**config.mk**
```make
export PLATFORM = sky130hd
export DESIGN_NAME = alu_seq_flat
export DESIGN_NICKNAME = d
export VERILOG_FILES = /design/src/rtl/alu_seq_if.sv /design/src/rtl/alu_seq.sv /design/src/flat_wrapper.sv
export SDC_FILE = /design/constraint.sdc
export NUM_CORES = 1
export LEC_CHECK = 0
export ABC_AREA = 1
export CAP_MARGIN = 20
export CORE_UTILIZATION = 32
export CTS_CLUSTER_SIZE = 8
export DETAILED_ROUTE_END_ITERATION = 16
export GPL_TIMING_DRIVEN = 0
export HOLD_SLACK_MARGIN = 0.02
export PLACE_DENSITY = 0.49
export SLEW_MARGIN = 20
export SYNTH_ARGS = -nofsm -noshare
export SYNTH_HDL_FRONTEND = slang
export SYNTH_SLANG_ARGS = --single-unit
```
**constraint.sdc**
```tcl
create_clock -name tclk -period 4 [get_ports tclk]
set_input_delay 0.8 -clock tclk [delete_from_list [all_inputs] [get_ports tclk]]
set_output_delay 0.8 -clock tclk [all_outputs]
set_load 0.02 [all_outputs]
```
**src/rtl/alu_seq_if.sv**
```systemverilog
`default_nettype none
// ============================================================================
//  Module      : alu_seq_if
//  Description : Request/response and data-bus bundle between the decoder,
//                d_bus and the sequential accumulator ALU.
//  Revision    : 1.0 - initial release
// ============================================================================
interface alu_seq_if #(
    parameter int WIDTH = 8
) ();
    localparam int AMTW = $clog2(WIDTH);

    // Request side (decoder -> ALU)
    logic             start;
    logic [2:0]       op;
    logic             dir;
    logic [AMTW-1:0]  amt;
    logic [WIDTH-1:0] din;

    // Response side (ALU -> decoder / d_bus)
    logic [WIDTH-1:0] dout;
    logic             dout_en;
    logic [WIDTH-1:0] acc;
    logic [WIDTH-1:0] latch;
    logic             c;
    logic             z;
    logic             busy;
    logic             done;

    modport master (
        output start, op, dir, amt, din,
        input  dout, dout_en, acc, latch, c, z, busy, done
    );

    modport slave (
        input  start, op, dir, amt, din,
        output dout, dout_en, acc, latch, c, z, busy, done
    );
endinterface
`default_nettype wire

```
**src/rtl/alu_seq.sv**
```systemverilog
`default_nettype none
// ============================================================================
//  Module      : alu_seq
//  Description : WIDTH-bit accumulator ALU with single-cycle arithmetic/logic
//                ops and multi-cycle SHIFT / shift-add MUL, start/busy/done
//                handshake and an output-enabled result bus.
//  Revision    : 1.0 - initial release
// ============================================================================
module alu_seq #(
    parameter int WIDTH  = 8,
    parameter int MUL_EN = 1
) (
    input  wire logic     tclk,
    input  wire logic     reset,
    alu_seq_if.slave      bus
);
    localparam int AMTW = $clog2(WIDTH);
    localparam int CNTW = $clog2(WIDTH + 1);

    localparam logic [2:0] c_OP_ADD   = 3'b000;
    localparam logic [2:0] c_OP_SUB   = 3'b001;
    localparam logic [2:0] c_OP_NAND  = 3'b010;
    localparam logic [2:0] c_OP_SHIFT = 3'b011;
    localparam logic [2:0] c_OP_LD    = 3'b100;
    localparam logic [2:0] c_OP_ST    = 3'b101;
    localparam logic [2:0] c_OP_MUL   = 3'b110;
    localparam logic [2:0] c_OP_WB    = 3'b111;

    typedef enum logic [0:0] {
        S_IDLE = 1'b0,
        S_EXEC = 1'b1
    } state_t;

    // Architectural state
    state_t             r_state,  w_state_nxt;
    logic [WIDTH-1:0]   r_acc,    w_acc_nxt;
    logic [WIDTH-1:0]   r_latch,  w_latch_nxt;
    logic               r_c,      w_c_nxt;
    logic               r_z,      w_z_nxt;
    logic               r_done,   w_done_nxt;
    logic               r_oe,     w_oe_nxt;

    // Multi-cycle working state (captured at accept)
    logic               r_is_mul, w_is_mul_nxt;
    logic               r_dir,    w_dir_nxt;
    logic [CNTW-1:0]    r_cnt,    w_cnt_nxt;
    logic [WIDTH-1:0]   r_work,   w_work_nxt;
    logic [2*WIDTH-1:0] r_prod,   w_prod_nxt;

    // Combinational datapath results
    logic               w_mul_en;
    logic [WIDTH:0]     w_add;
    logic [WIDTH:0]     w_sub;
    logic [WIDTH-1:0]   w_nand;
    logic [WIDTH-1:0]   w_sh_work;
    logic               w_sh_bit;
    logic [WIDTH:0]     w_mul_hi;
    logic [2*WIDTH-1:0] w_mul_prod;
    logic [WIDTH-1:0]   w_mul_lo;
    logic               w_mul_ovf;

    // With MUL disabled opcode 110 degenerates to a one-cycle NOP
    generate
        if (MUL_EN != 0) begin : g_mul_on
            assign w_mul_en = 1'b1;
        end else begin : g_mul_off
            assign w_mul_en = 1'b0;
        end
    endgenerate

    // Single-cycle arithmetic; the extra MSB carries out the carry / borrow
    assign w_add  = {1'b0, r_acc} + {1'b0, bus.din};
    assign w_sub  = {1'b0, r_acc} - {1'b0, bus.din};
    assign w_nand = ~(r_acc & bus.din);

    // One shift step on the working copy; the bit leaving the word is the carry
    assign w_sh_work = r_dir ? {1'b0, r_work[WIDTH-1:1]} : {r_work[WIDTH-2:0], 1'b0};
    assign w_sh_bit  = r_dir ? r_work[0] : r_work[WIDTH-1];

    // One shift-add step: multiplier sits in the low half and drains out of
    // bit 0 while the partial product grows into the high half
    assign w_mul_hi   = {1'b0, r_prod[2*WIDTH-1:WIDTH]} + (r_prod[0] ? {1'b0, r_acc} : '0);
    assign w_mul_prod = {w_mul_hi, r_prod[WIDTH-1:1]};
    assign w_mul_lo   = w_mul_prod[WIDTH-1:0];
    assign w_mul_ovf  = |w_mul_prod[2*WIDTH-1:WIDTH];

    // Output drive
    assign bus.dout    = r_latch;
    assign bus.dout_en = r_oe;
    assign bus.acc     = r_acc;
    assign bus.latch   = r_latch;
    assign bus.c       = r_c;
    assign bus.z       = r_z;
    assign bus.busy    = (r_state == S_EXEC);
    assign bus.done    = r_done;

    // State register and all datapath registers; active-low synchronous reset
    always_ff @(posedge tclk) begin
        if (!reset) begin
            r_state  <= S_IDLE;
            r_acc    <= '0;
            r_latch  <= '0;
            r_c      <= 1'b0;
            r_z      <= 1'b0;
            r_done   <= 1'b0;
            r_oe     <= 1'b0;
            r_is_mul <= 1'b0;
            r_dir    <= 1'b0;
            r_cnt    <= '0;
            r_work   <= '0;
            r_prod   <= '0;
        end else begin
            r_state  <= w_state_nxt;
            r_acc    <= w_acc_nxt;
            r_latch  <= w_latch_nxt;
            r_c      <= w_c_nxt;
            r_z      <= w_z_nxt;
            r_done   <= w_done_nxt;
            r_oe     <= w_oe_nxt;
            r_is_mul <= w_is_mul_nxt;
            r_dir    <= w_dir_nxt;
            r_cnt    <= w_cnt_nxt;
            r_work   <= w_work_nxt;
            r_prod   <= w_prod_nxt;
        end
    end

    // Next-state / next-register logic: accept in IDLE, step and retire in EXEC
    always_comb begin
        w_state_nxt  = r_state;
        w_acc_nxt    = r_acc;
        w_latch_nxt  = r_latch;
        w_c_nxt      = r_c;
        w_z_nxt      = r_z;
        w_done_nxt   = 1'b0;
        w_oe_nxt     = 1'b0;
        w_is_mul_nxt = r_is_mul;
        w_dir_nxt    = r_dir;
        w_cnt_nxt    = r_cnt;
        w_work_nxt   = r_work;
        w_prod_nxt   = r_prod;

        case (r_state)
            S_IDLE: begin
                if (bus.start) begin
                    case (bus.op)
                        c_OP_ADD: begin
                            w_latch_nxt = w_add[WIDTH-1:0];
                            w_c_nxt     = w_add[WIDTH];
                            w_z_nxt     = (w_add[WIDTH-1:0] == '0);
                            w_done_nxt  = 1'b1;
                            w_oe_nxt    = 1'b1;
                        end
                        c_OP_SUB: begin
                            w_latch_nxt = w_sub[WIDTH-1:0];
                            w_c_nxt     = w_sub[WIDTH];
                            w_z_nxt     = (w_sub[WIDTH-1:0] == '0);
                            w_done_nxt  = 1'b1;
                            w_oe_nxt    = 1'b1;
                        end
                        c_OP_NAND: begin
                            w_latch_nxt = w_nand;
                            w_c_nxt     = 1'b0;
                            w_z_nxt     = (w_nand == '0);
                            w_done_nxt  = 1'b1;
                            w_oe_nxt    = 1'b1;
                        end
                        c_OP_SHIFT: begin
                            if (bus.amt == '0) begin
                                // Zero distance: pass acc through in one cycle
                                w_latch_nxt = r_acc;
                                w_c_nxt     = 1'b0;
                                w_z_nxt     = (r_acc == '0);
                                w_done_nxt  = 1'b1;
                                w_oe_nxt    = 1'b1;
                            end else begin
                                w_state_nxt  = S_EXEC;
                                w_is_mul_nxt = 1'b0;
                                w_dir_nxt    = bus.dir;
                                w_cnt_nxt    = CNTW'(bus.amt);
                                w_work_nxt   = r_acc;
                            end
                        end
                        c_OP_LD: begin
                            w_acc_nxt  = bus.din;
                            w_done_nxt = 1'b1;
                        end
                        c_OP_ST: begin
                            w_latch_nxt = r_acc;
                            w_done_nxt  = 1'b1;
                            w_oe_nxt    = 1'b1;
                        end
                        c_OP_MUL: begin
                            if (w_mul_en) begin
                                w_state_nxt  = S_EXEC;
                                w_is_mul_nxt = 1'b1;
                                w_cnt_nxt    = CNTW'(WIDTH);
                                w_prod_nxt   = {{WIDTH{1'b0}}, bus.din};
                            end else begin
                                w_done_nxt = 1'b1;
                            end
                        end
                        default: begin
                            // WB
                            w_acc_nxt  = r_latch;
                            w_done_nxt = 1'b1;
                        end
                    endcase
                end
            end

            default: begin
                // S_EXEC: one step per cycle; the step on count 1 retires
                w_cnt_nxt  = r_cnt - 1'b1;
                w_work_nxt = w_sh_work;
                w_prod_nxt = w_mul_prod;
                if (r_cnt == CNTW'(1)) begin
                    w_state_nxt = S_IDLE;
                    w_done_nxt  = 1'b1;
                    w_oe_nxt    = 1'b1;
                    if (r_is_mul) begin
                        w_latch_nxt = w_mul_lo;
                        w_c_nxt     = w_mul_ovf;
                        w_z_nxt     = (w_mul_lo == '0);
                    end else begin
                        w_latch_nxt = w_sh_work;
                        w_c_nxt     = w_sh_bit;
                        w_z_nxt     = (w_sh_work == '0);
                    end
                end
            end
        endcase
    end
endmodule
`default_nettype wire

```
**src/flat_wrapper.sv**
```systemverilog
// flat-port wrapper written by rule: the top's interface ports become plain ports
module alu_seq_flat 
#(
    parameter int WIDTH  = 8,
    parameter int MUL_EN = 1
)
  (tclk, reset, bus_start, bus_op, bus_dir, bus_amt, bus_din, bus_dout, bus_dout_en, bus_acc, bus_latch, bus_c, bus_z, bus_busy, bus_done);
  alu_seq_if #(.WIDTH(WIDTH)) bus_i ();
  input  wire logic tclk;
  input  wire logic reset;
  input wire logic [$bits(bus_i.start)-1:0] bus_start;
  input wire logic [$bits(bus_i.op)-1:0] bus_op;
  input wire logic [$bits(bus_i.dir)-1:0] bus_dir;
  input wire logic [$bits(bus_i.amt)-1:0] bus_amt;
  input wire logic [$bits(bus_i.din)-1:0] bus_din;
  output wire logic [$bits(bus_i.dout)-1:0] bus_dout;
  output wire logic [$bits(bus_i.dout_en)-1:0] bus_dout_en;
  output wire logic [$bits(bus_i.acc)-1:0] bus_acc;
  output wire logic [$bits(bus_i.latch)-1:0] bus_latch;
  output wire logic [$bits(bus_i.c)-1:0] bus_c;
  output wire logic [$bits(bus_i.z)-1:0] bus_z;
  output wire logic [$bits(bus_i.busy)-1:0] bus_busy;
  output wire logic [$bits(bus_i.done)-1:0] bus_done;
  assign bus_i.start = bus_start;
  assign bus_i.op = bus_op;
  assign bus_i.dir = bus_dir;
  assign bus_i.amt = bus_amt;
  assign bus_i.din = bus_din;
  assign bus_dout = bus_i.dout;
  assign bus_dout_en = bus_i.dout_en;
  assign bus_acc = bus_i.acc;
  assign bus_latch = bus_i.latch;
  assign bus_c = bus_i.c;
  assign bus_z = bus_i.z;
  assign bus_busy = bus_i.busy;
  assign bus_done = bus_i.done;
  alu_seq #(.WIDTH(WIDTH), .MUL_EN(MUL_EN)) u_core (.tclk(tclk), .reset(reset), .bus(bus_i));
endmodule
```
Yosys cells after proc, flatten, opt, wreduce, memory -nomap -nowiden
Cells that the tools add are included.
{"block": "word_totals", "elab_cells": 107, "regBits": 51}
{"block": "op_classes", "n_bitwise": 5, "reduce_logical": 26, "n_eq_ne": 12, "n_mux": 48, "addsub": 4}
{"cell": "$mux W8", "n": 11}
{"cell": "$logic_not A8 Y1", "n": 6}
{"cell": "$mux W16", "n": 3}
{"cell": "$pmux W8 S5", "n": 1}
{"cell": "$mux W1", "n": 22}
{"cell": "$pmux W8 S2", "n": 1}
{"cell": "$reduce_and A4 Y1", "n": 4}
{"cell": "$mux W4", "n": 3}
{"cell": "$add A8 B8 Y9", "n": 1}
{"cell": "$add A8 B9 Y9", "n": 1}
{"cell": "$eq A3 B3 Y1 const B", "n": 3}
{"cell": "$reduce_and A3 Y1", "n": 3}
{"cell": "$sub A8 B8 Y9", "n": 1}
{"cell": "$and A8 B8 Y8", "n": 1}
{"cell": "$not A8 Y8", "n": 1}
{"cell": "$pmux W1 S2", "n": 4}
{"cell": "$pmux W1 S4", "n": 2}
{"cell": "$pmux W4 S2", "n": 1}
{"cell": "$reduce_bool A2 Y1", "n": 4}
{"cell": "$reduce_or A8 Y1", "n": 1}
{"cell": "$eq A3 B2 Y1 const B", "n": 2}
{"cell": "$logic_not A3 Y1", "n": 2}
{"cell": "$reduce_bool A6 Y1", "n": 1}
{"cell": "$reduce_or A6 Y1", "n": 1}
{"cell": "12 further kinds", "n": 15}

Logic depth before layout (Yosys ltp)
Gate-level depths: netlist of the first run.
{"block": "logic_depth", "depth_word": 6, "depth_mapped": 16, "ltp_nobuf": 16}

Least setup slack after synthesis of the first run
No wires, ideal clock.
{"block": "synth_path", "kind": "input to register", "start": "input port bus_din[0]", "end": "register u_core.r_z (netlist: u_core.bus.z)", "cell_stages": 15, "path_slack_ns": 1.740, "required_time_ns": 3.929, "arrival_time_ns": 2.189, "setup_ns": 0.071, "path_cell_list": "ha_1 -> fa_1 -> inv_1 -> nand2_1 -> nand2_1 -> nand3_1 -> nand2_1 -> nand2_1 -> nand2_1 -> nand2_1 -> nor2_1 -> nor2_1 -> nand3_1 -> nand2_1 -> a21oi_1"}
{"block": "synth_via", "elab_chain_len": 6}
{"item": "from (decl)", "line_no": "flat_wrapper.sv:15", "rtl": "input wire logic [$bits(bus_i.din)-1:0] bus_din;"}
{"item": "parallel branches: the longest is 3 deep, another holds $sub A8 B8 Y9"}
{"item": "$pmux W1 S4 (*)", "line_no": "alu_seq.sv:146", "rtl": "case (bus.op)"}
{"item": "$mux W1 (*)", "line_no": "alu_seq.sv:145", "rtl": "if (bus.start) begin"}
{"item": "$mux W1 (*)", "line_no": "alu_seq.sv:143", "rtl": "case (r_state)"}
{"item": "to (signal assigned)", "line_no": "alu_seq.sv:117", "rtl": "r_z <= w_z_nxt;"}
{"item": "to (decl)", "line_no": "alu_seq.sv:39", "rtl": "logic r_z, w_z_nxt;"}
Every way passes the cells marked *. The select of a mux whose other input is x is not followed.
A chain may end at the register's enable or synchronous reset.

Worst setup path after layout of the first run
Ends and elaborated chain as after synthesis.

==> metrics.cfg, run 1 <==
[floorplan]
die_w_um=114
start_util=0.330
die_h_um=114
io_pins=47
rows=40
core_sq_um=12100
dieArea_sq_um=12900

[critical_path]
cp-end-kind=flip-flop
critPathLaunchType=input port
worstPathRequired_ns=4.23
crit_type=in -> reg
critical-path-top-delay-family=adder cells
reg2reg_setup_slack_ns=1.53
path_buf_inv=1
crit_slowest_cell=clkdlybuf4s50_1
crit_chain=clkdlybuf4s50_1 -> ha_1 -> fa_1 -> nor2_1 -> nand2_1 -> nor2_1 -> nand3_1 -> nor2_1 -> nand3_1 -> nand3_1 -> nand2_1 -> a21oi_1
max_stage_delay_ns=0.58
cp_max_fo=5
cp.arrival_ns=3.18

[synthesis]
synth_area_leaders=dfxtp_1, nand2_1, ha_1
synthMuxAreaShare=0
ys_ff_latch=51
synth_nets=663
synth-edff-count=0
async_flop_share=0
yosys.area_share.simple=0.284
syn_area_per_cell_sq_um=6.47
synthXorXnorAreaFrac=0.0198
syn_inst=616
ys.flop_type=dfxtp_1
ys_seq_area_frac=0.256
synth_top_family_by_area=simple AND/OR/NAND/NOR gates
synth_compound_area_frac=0.225
synthAdderAreaFrac=0.0967
synth_top_cell_area_share=0.256
yosysWarnings=0
ys_types=39
syn_area_sq_um=3990
yosysTopAreaCell=dfxtp_1

[timing]
timing.fmax_ghz=0.338
hold_violations=0
slew_viol_final=0
period_minus_slack_ns=2.95
worst_slack_ns=1.05
fin_crit_sh=0.739
worstMarginPinSlew_ns=0.682
rsz0062_at_grt=no
tns_ns=0
clock-skew-final_ns=0.00574
setup_viol=0
relSlewSlack=0.545

[detailed_routing]
drc=0
routed_wl_um=13500
drtPass1Iterations=5
drt_iter0_drc=365
viasPerCell=5.33
vias=4463
wl_per_cell_um=16.1
detail-route-antenna-nets=0

[placement]
gp_congestion=0.841
dp.final_hpwl_um=10500
placed_cells=830
port_buffers=46
dp_slack_ns=0.803

[clock_tree]
holdBufCountCts=0
clk_path_buf_depth=2
cts_num_sinks=51
cts_buffers=5
clock_latency_ns=0.30
clk_pin_slew_ns=0.07
cts_resized=0
root_buffer=clkbuf_16
cts_tree=built
postCtsSetupBuffers=0
htreeDepth=2

[cells_and_area]
syn2layout_area_growth_pct=20.3
stdcell_count=838
fin_nets=716
diodes=0
nFillCells=1327
drive_gt1_frac=0.0716
utilization=0.398

[power_and_ir_drop]
p_leak_nw=2.15
p_per_area_nw_per_um2=308
power.total_mw=1.48
vdd_drop_max_mv=0.158

[outcome]
status=completed

[global_route]
track_usage=0.215
overflow=0
grt_pass1_wl_um=21400
grt_max_degree=15
grt_pass1_vias=3991
antenna_found_initial=0

[flow_run]
max_cap_viol_count=0

[hold_path]
min_path_type=reg -> reg

cell type report:
class                           instances  area, sq um  share of cell area
Clock buffer                            7          133              0.0277
Buffer                                 30          169              0.0352
Clock inverter                          1         5.00             0.00104
Multi-Input combinational cell        455         2490               0.520
Inverter                               80          302              0.0629
Tap cell                              168          210              0.0438
Sequential cell                        51         1020               0.213
Timing Repair Buffer                   46          460              0.0960
metrics by stage:
| stage | hold WS (ns) | instance area, sq um |
|---|---|---|
| finish | 0.471 | 4790 |
| global route | 0.487 | 4790 |
| CTS | 0.466 | 4790 |
| detailed placement | 0.457 | 4660 |
| global placement | 0.452 | 4660 |
| floorplan | 0.439 | 3990 |
cell usage in the layout, fill, tap and decap left out, types with 3 or more instances in the layout:
cell	count
inv_1	70
nand2_2	5
a211oi_1	14
a21oi_1	46
nand3_1	40
clkdlybuf4s50_1	46
nor2_1	36
or2_2	4
dfxtp_1	51
xnor2_1	5
nand4_1	16
nand2_1	144
clkbuf_16	5
buf_4	9
o21ai_0	49
inv_2	8
ha_1	26
buf_2	6
clkbuf_1	15
o211ai_1	4
o221ai_1	3
xor2_1	4
o22ai_1	6
fa_1	3
nor4_1	4
nor3_1	3
a31oi_1	21
o21ai_1	7
nor2_2	4
final timing paths:
kind,start,end,cells after the start
hold reg to reg,u_core.r_prod[12],u_core.r_prod[12],2
setup reg to reg,u_core.bus.acc[0],u_core.bus.z,16
setup / recovery,bus_din[0],u_core.bus.z,12
hold / removal,u_core.r_prod[12],u_core.r_prod[12],2
worst min-delay path, cell delays in order, from the launching register on:
cell	delay, ns
dfxtp_1	0.32
nand2_1	0.06
a21oi_1	0.05
metal layers:
metal	part of all wire	track usage
met1	0.48	0.307
met2	0.42	0.320
met3	0.079	0.0452
met4	0.022	0.0684
met5	0	0
cells in the mapped netlist (3+ instances only):
| master | number |
|---|---|
| nand2_1 | 144 |
| xor2_1 | 4 |
| inv_1 | 70 |
| dfxtp_1 | 51 |
| fa_1 | 3 |
| o22ai_1 | 6 |
| nand4_1 | 16 |
| a21oi_1 | 46 |
| clkbuf_1 | 13 |
| nor4_1 | 4 |
| buf_2 | 6 |
| o21ai_0 | 49 |
| o211ai_1 | 4 |
| o221ai_1 | 3 |
| nor2_1 | 36 |
| o21ai_1 | 7 |
| nand2_2 | 5 |
| nor3_1 | 3 |
| ha_1 | 26 |
| a31oi_1 | 21 |
| nor2_2 | 4 |
| or2_2 | 4 |
| a211oi_1 | 14 |
| inv_2 | 8 |
| xnor2_1 | 5 |
| nand3_1 | 40 |
| buf_4 | 9 |
registers in the layout, summed over array words and instances (netlist names), 4 cells and up:
signal / count
u_core.r_prod: 16
u_core.bus.dout: 8
u_core.bus.acc: 8
u_core.r_work: 8
u_core.r_cnt: 4
kinds of logic (layout without fill, tap and decap cells):
family / after synthesis / count (layout)
simple gates: 260 / 260
compound gates: 157 / 157
buf+inv: 110 / 164
flops: 51 / 51
fa+ha+maj: 29 / 29
xor+xnor: 9 / 9
power breakdown:
group          switching (mW)  internal (mW)
combinational           0.279          0.179
clock                   0.203          0.232
sequential             0.0422          0.542
Power figures use the tool's default switching activity.
==> run 2: changes to the inputs <==
Settings changed: PLACE_DENSITY 0.49 to 0.5.
Clock period 4 ns to 2.45 ns, I/O delays scaled along.
==> run 2 against run 1 <==
- power up 67%
- non-clock buffer count decreased by 1
- clock power grew 74%
- critical endpoint unchanged
- largest cell class unchanged
- largest power group unchanged
==> metrics.cfg, run 2 (same netlist as run 1, synthesis figures left out) <==
[detailed_routing]
detail-route-antenna-nets=0  ; unchanged
drc=0  ; unchanged
wl_per_cell_um=16.1  ; about the same
drtPass1Iterations=5  ; unchanged
drt_iter0_drc=355  ; was 365
vias=4391  ; was 4,463
viasPerCell=5.25  ; was 5.33
routed_wl_um=13500  ; about the same

[clock_tree]
holdBufCountCts=0  ; unchanged
root_buffer=clkbuf_16  ; unchanged
clk_path_buf_depth=2  ; unchanged
htreeDepth=2  ; unchanged
clk_pin_slew_ns=0.07  ; about the same
cts_buffers=5  ; unchanged
clock_latency_ns=0.30  ; about the same
cts_tree=built  ; unchanged
cts_num_sinks=51  ; unchanged

[cells_and_area]
fin_nets=715  ; was 716
largest_register=u_core.r_prod  ; unchanged
layout_commonest_cell=nand2_1  ; unchanged
nFillCells=1327  ; unchanged
final_cell_mix=nand2_1, inv_1, o21ai_0, dfxtp_1, a21oi_1  ; was nand2_1, inv_1, dfxtp_1, o21ai_0
largest_register_ffs=16  ; unchanged
syn2layout_area_growth_pct=21.8  ; was 20.3%
drive_gt1_frac=0.0912  ; was 0.0716
diodes=0  ; unchanged

[timing]
fin_crit_sh=0.964
clock-skew-final_ns=0.00595  ; was 0.00574 ns
hold_violations=0  ; unchanged
holdWs_ns=0.468  ; was 0.471 ns
relSlewSlack=0.496  ; was 0.545
rsz0062_at_grt=yes  ; was no
timing.fmax_ghz=0.423
slew_viol_final=0  ; unchanged
setup_viol=0  ; unchanged
period_minus_slack_ns=2.36
tns_ns=0  ; unchanged
worstMarginPinSlew_ns=0.756  ; was 0.682 ns

[critical_path]
rr_startpoint=u_core.bus.acc[0]  ; unchanged
cp.arrival_ns=2.52  ; was 3.18 ns
endpoint=u_core.bus.z  ; unchanged
worstPathRequired_ns=2.61  ; was 4.23 ns
cp_max_fo=6  ; was 5
reg2reg_setup_slack_ns=0.18  ; was 1.53 ns
startpoint=bus_din[6]  ; was bus_din[0]
rr_endpoint=u_core.bus.z  ; unchanged
crit_type=in -> reg  ; unchanged
cp-end-kind=flip-flop  ; unchanged
critPathLaunchType=input port  ; unchanged
rr_worst_depth=16  ; unchanged

[floorplan]
core_sq_um=12100  ; unchanged
io_pins=47  ; unchanged
die_w_um=114  ; unchanged
start_util=0.330  ; unchanged
dieArea_sq_um=12900  ; unchanged
die_h_um=114  ; unchanged
rows=40  ; unchanged

[placement]
dp.final_hpwl_um=10400  ; was 10,500 um
port_buffers=46  ; unchanged
gp_congestion=0.856  ; was 0.841

[hold_path]
min_path_type=reg -> reg  ; unchanged

[power_and_ir_drop]
vdd_drop_max_mv=0.223  ; was 0.158 mV
p_per_area_nw_per_um2=508  ; was 308 nW/um^2
p_leak_nw=2.18  ; was 2.15 nW

[global_route]
antenna_found_initial=0  ; unchanged
track_usage=0.213  ; was 0.215
grt_pass1_wl_um=21400  ; about the same
grt_max_degree=15  ; unchanged
grt_pass1_vias=3950  ; was 3,991
overflow=0  ; unchanged

[flow_run]
max_cap_viol_count=0  ; unchanged

[outcome]
status=completed  ; unchanged

run 2: cell type report:
class,instances,area [sq um],share of cell area
multi-input cells,455,2530,0.521
flip-flops and latches,51,1030,0.211
repair buffers,46,464,0.0956
inverters,80,302,0.0621
well taps,168,210,0.0433
plain buffers,29,165,0.0340
clock buffers,8,156,0.0322
run 2: stage by stage:
step | util | setup slack, ns | std cells | power [mW] | instance area [sq um]
detailed placement | 0.386 | -0.402 | 830 | 1.71 | 4660
finish | 0.403 | 0.0886 | 837 | 2.47 | 4860
CTS | 0.400 | 0.0315 | 838 | 2.47 | 4820
global placement | 0.386 | -0.424 | 830 | 1.71 | 4660
floorplan | - | 0.353 | 616 | 1.43 | 3990
global route | 0.403 | -0.00596 | 837 | 2.60 | 4860
run 2: worst min-delay path by stage:
stage / slack, ns / end / depth (start not counted) / from
3_3_place_gp: 0.45 / u_core.r_cnt[3] / 2 / u_core.r_cnt[3]
6_report: 0.47 / u_core.r_cnt[3] / 2 / u_core.r_cnt[3]
5_1_grt: 0.49 / u_core.r_prod[11] / 2 / u_core.r_prod[11]
3_5_place_dp: 0.46 / u_core.r_prod[8] / 2 / u_core.r_prod[8]
4_1_cts: 0.47 / u_core.r_prod[8] / 2 / u_core.r_prod[8]
2_1_floorplan: 0.44 / u_core.r_cnt[3] / 2 / u_core.r_cnt[3]
run 2: power breakdown:
part           switching (mW)  total [mW]  internal, mW
combinational           0.458       0.753         0.295
sequential             0.0700       0.954         0.884
clock                   0.322       0.758         0.436
run 2: critical path, cell delays in order:
cell and delay, ns:
clkdlybuf4s50_1 0.56, inv_1 0.07, ha_1 0.35, inv_1 0.18
nand2_1 0.10, nand3b_1 0.21, nand3_1 0.11, nand2_1 0.07
nand3_1 0.08, nand3_1 0.11, nand2_1 0.12, a21oi_1 0.07
run 2: what timing repair did:
| action | CTS | global route |
|---|---|---|
| setup buffers | 0 | 0 |
| pin swaps | 0 | 0 |
| gates resized for setup | 9 | 11 |
| setup endpoints to repair | 2 | 4 |
| endpoints found under the hold margin | 0 | 0 |
run 2: layer usage:
metal  track usage  vias up  routed length [um]
li1              -     2186                   -
met1         0.317     2047                6940
met2         0.322      146                5640
met3        0.0282       12                 787
met4        0.0518        0                 138
met5             0        -                   0
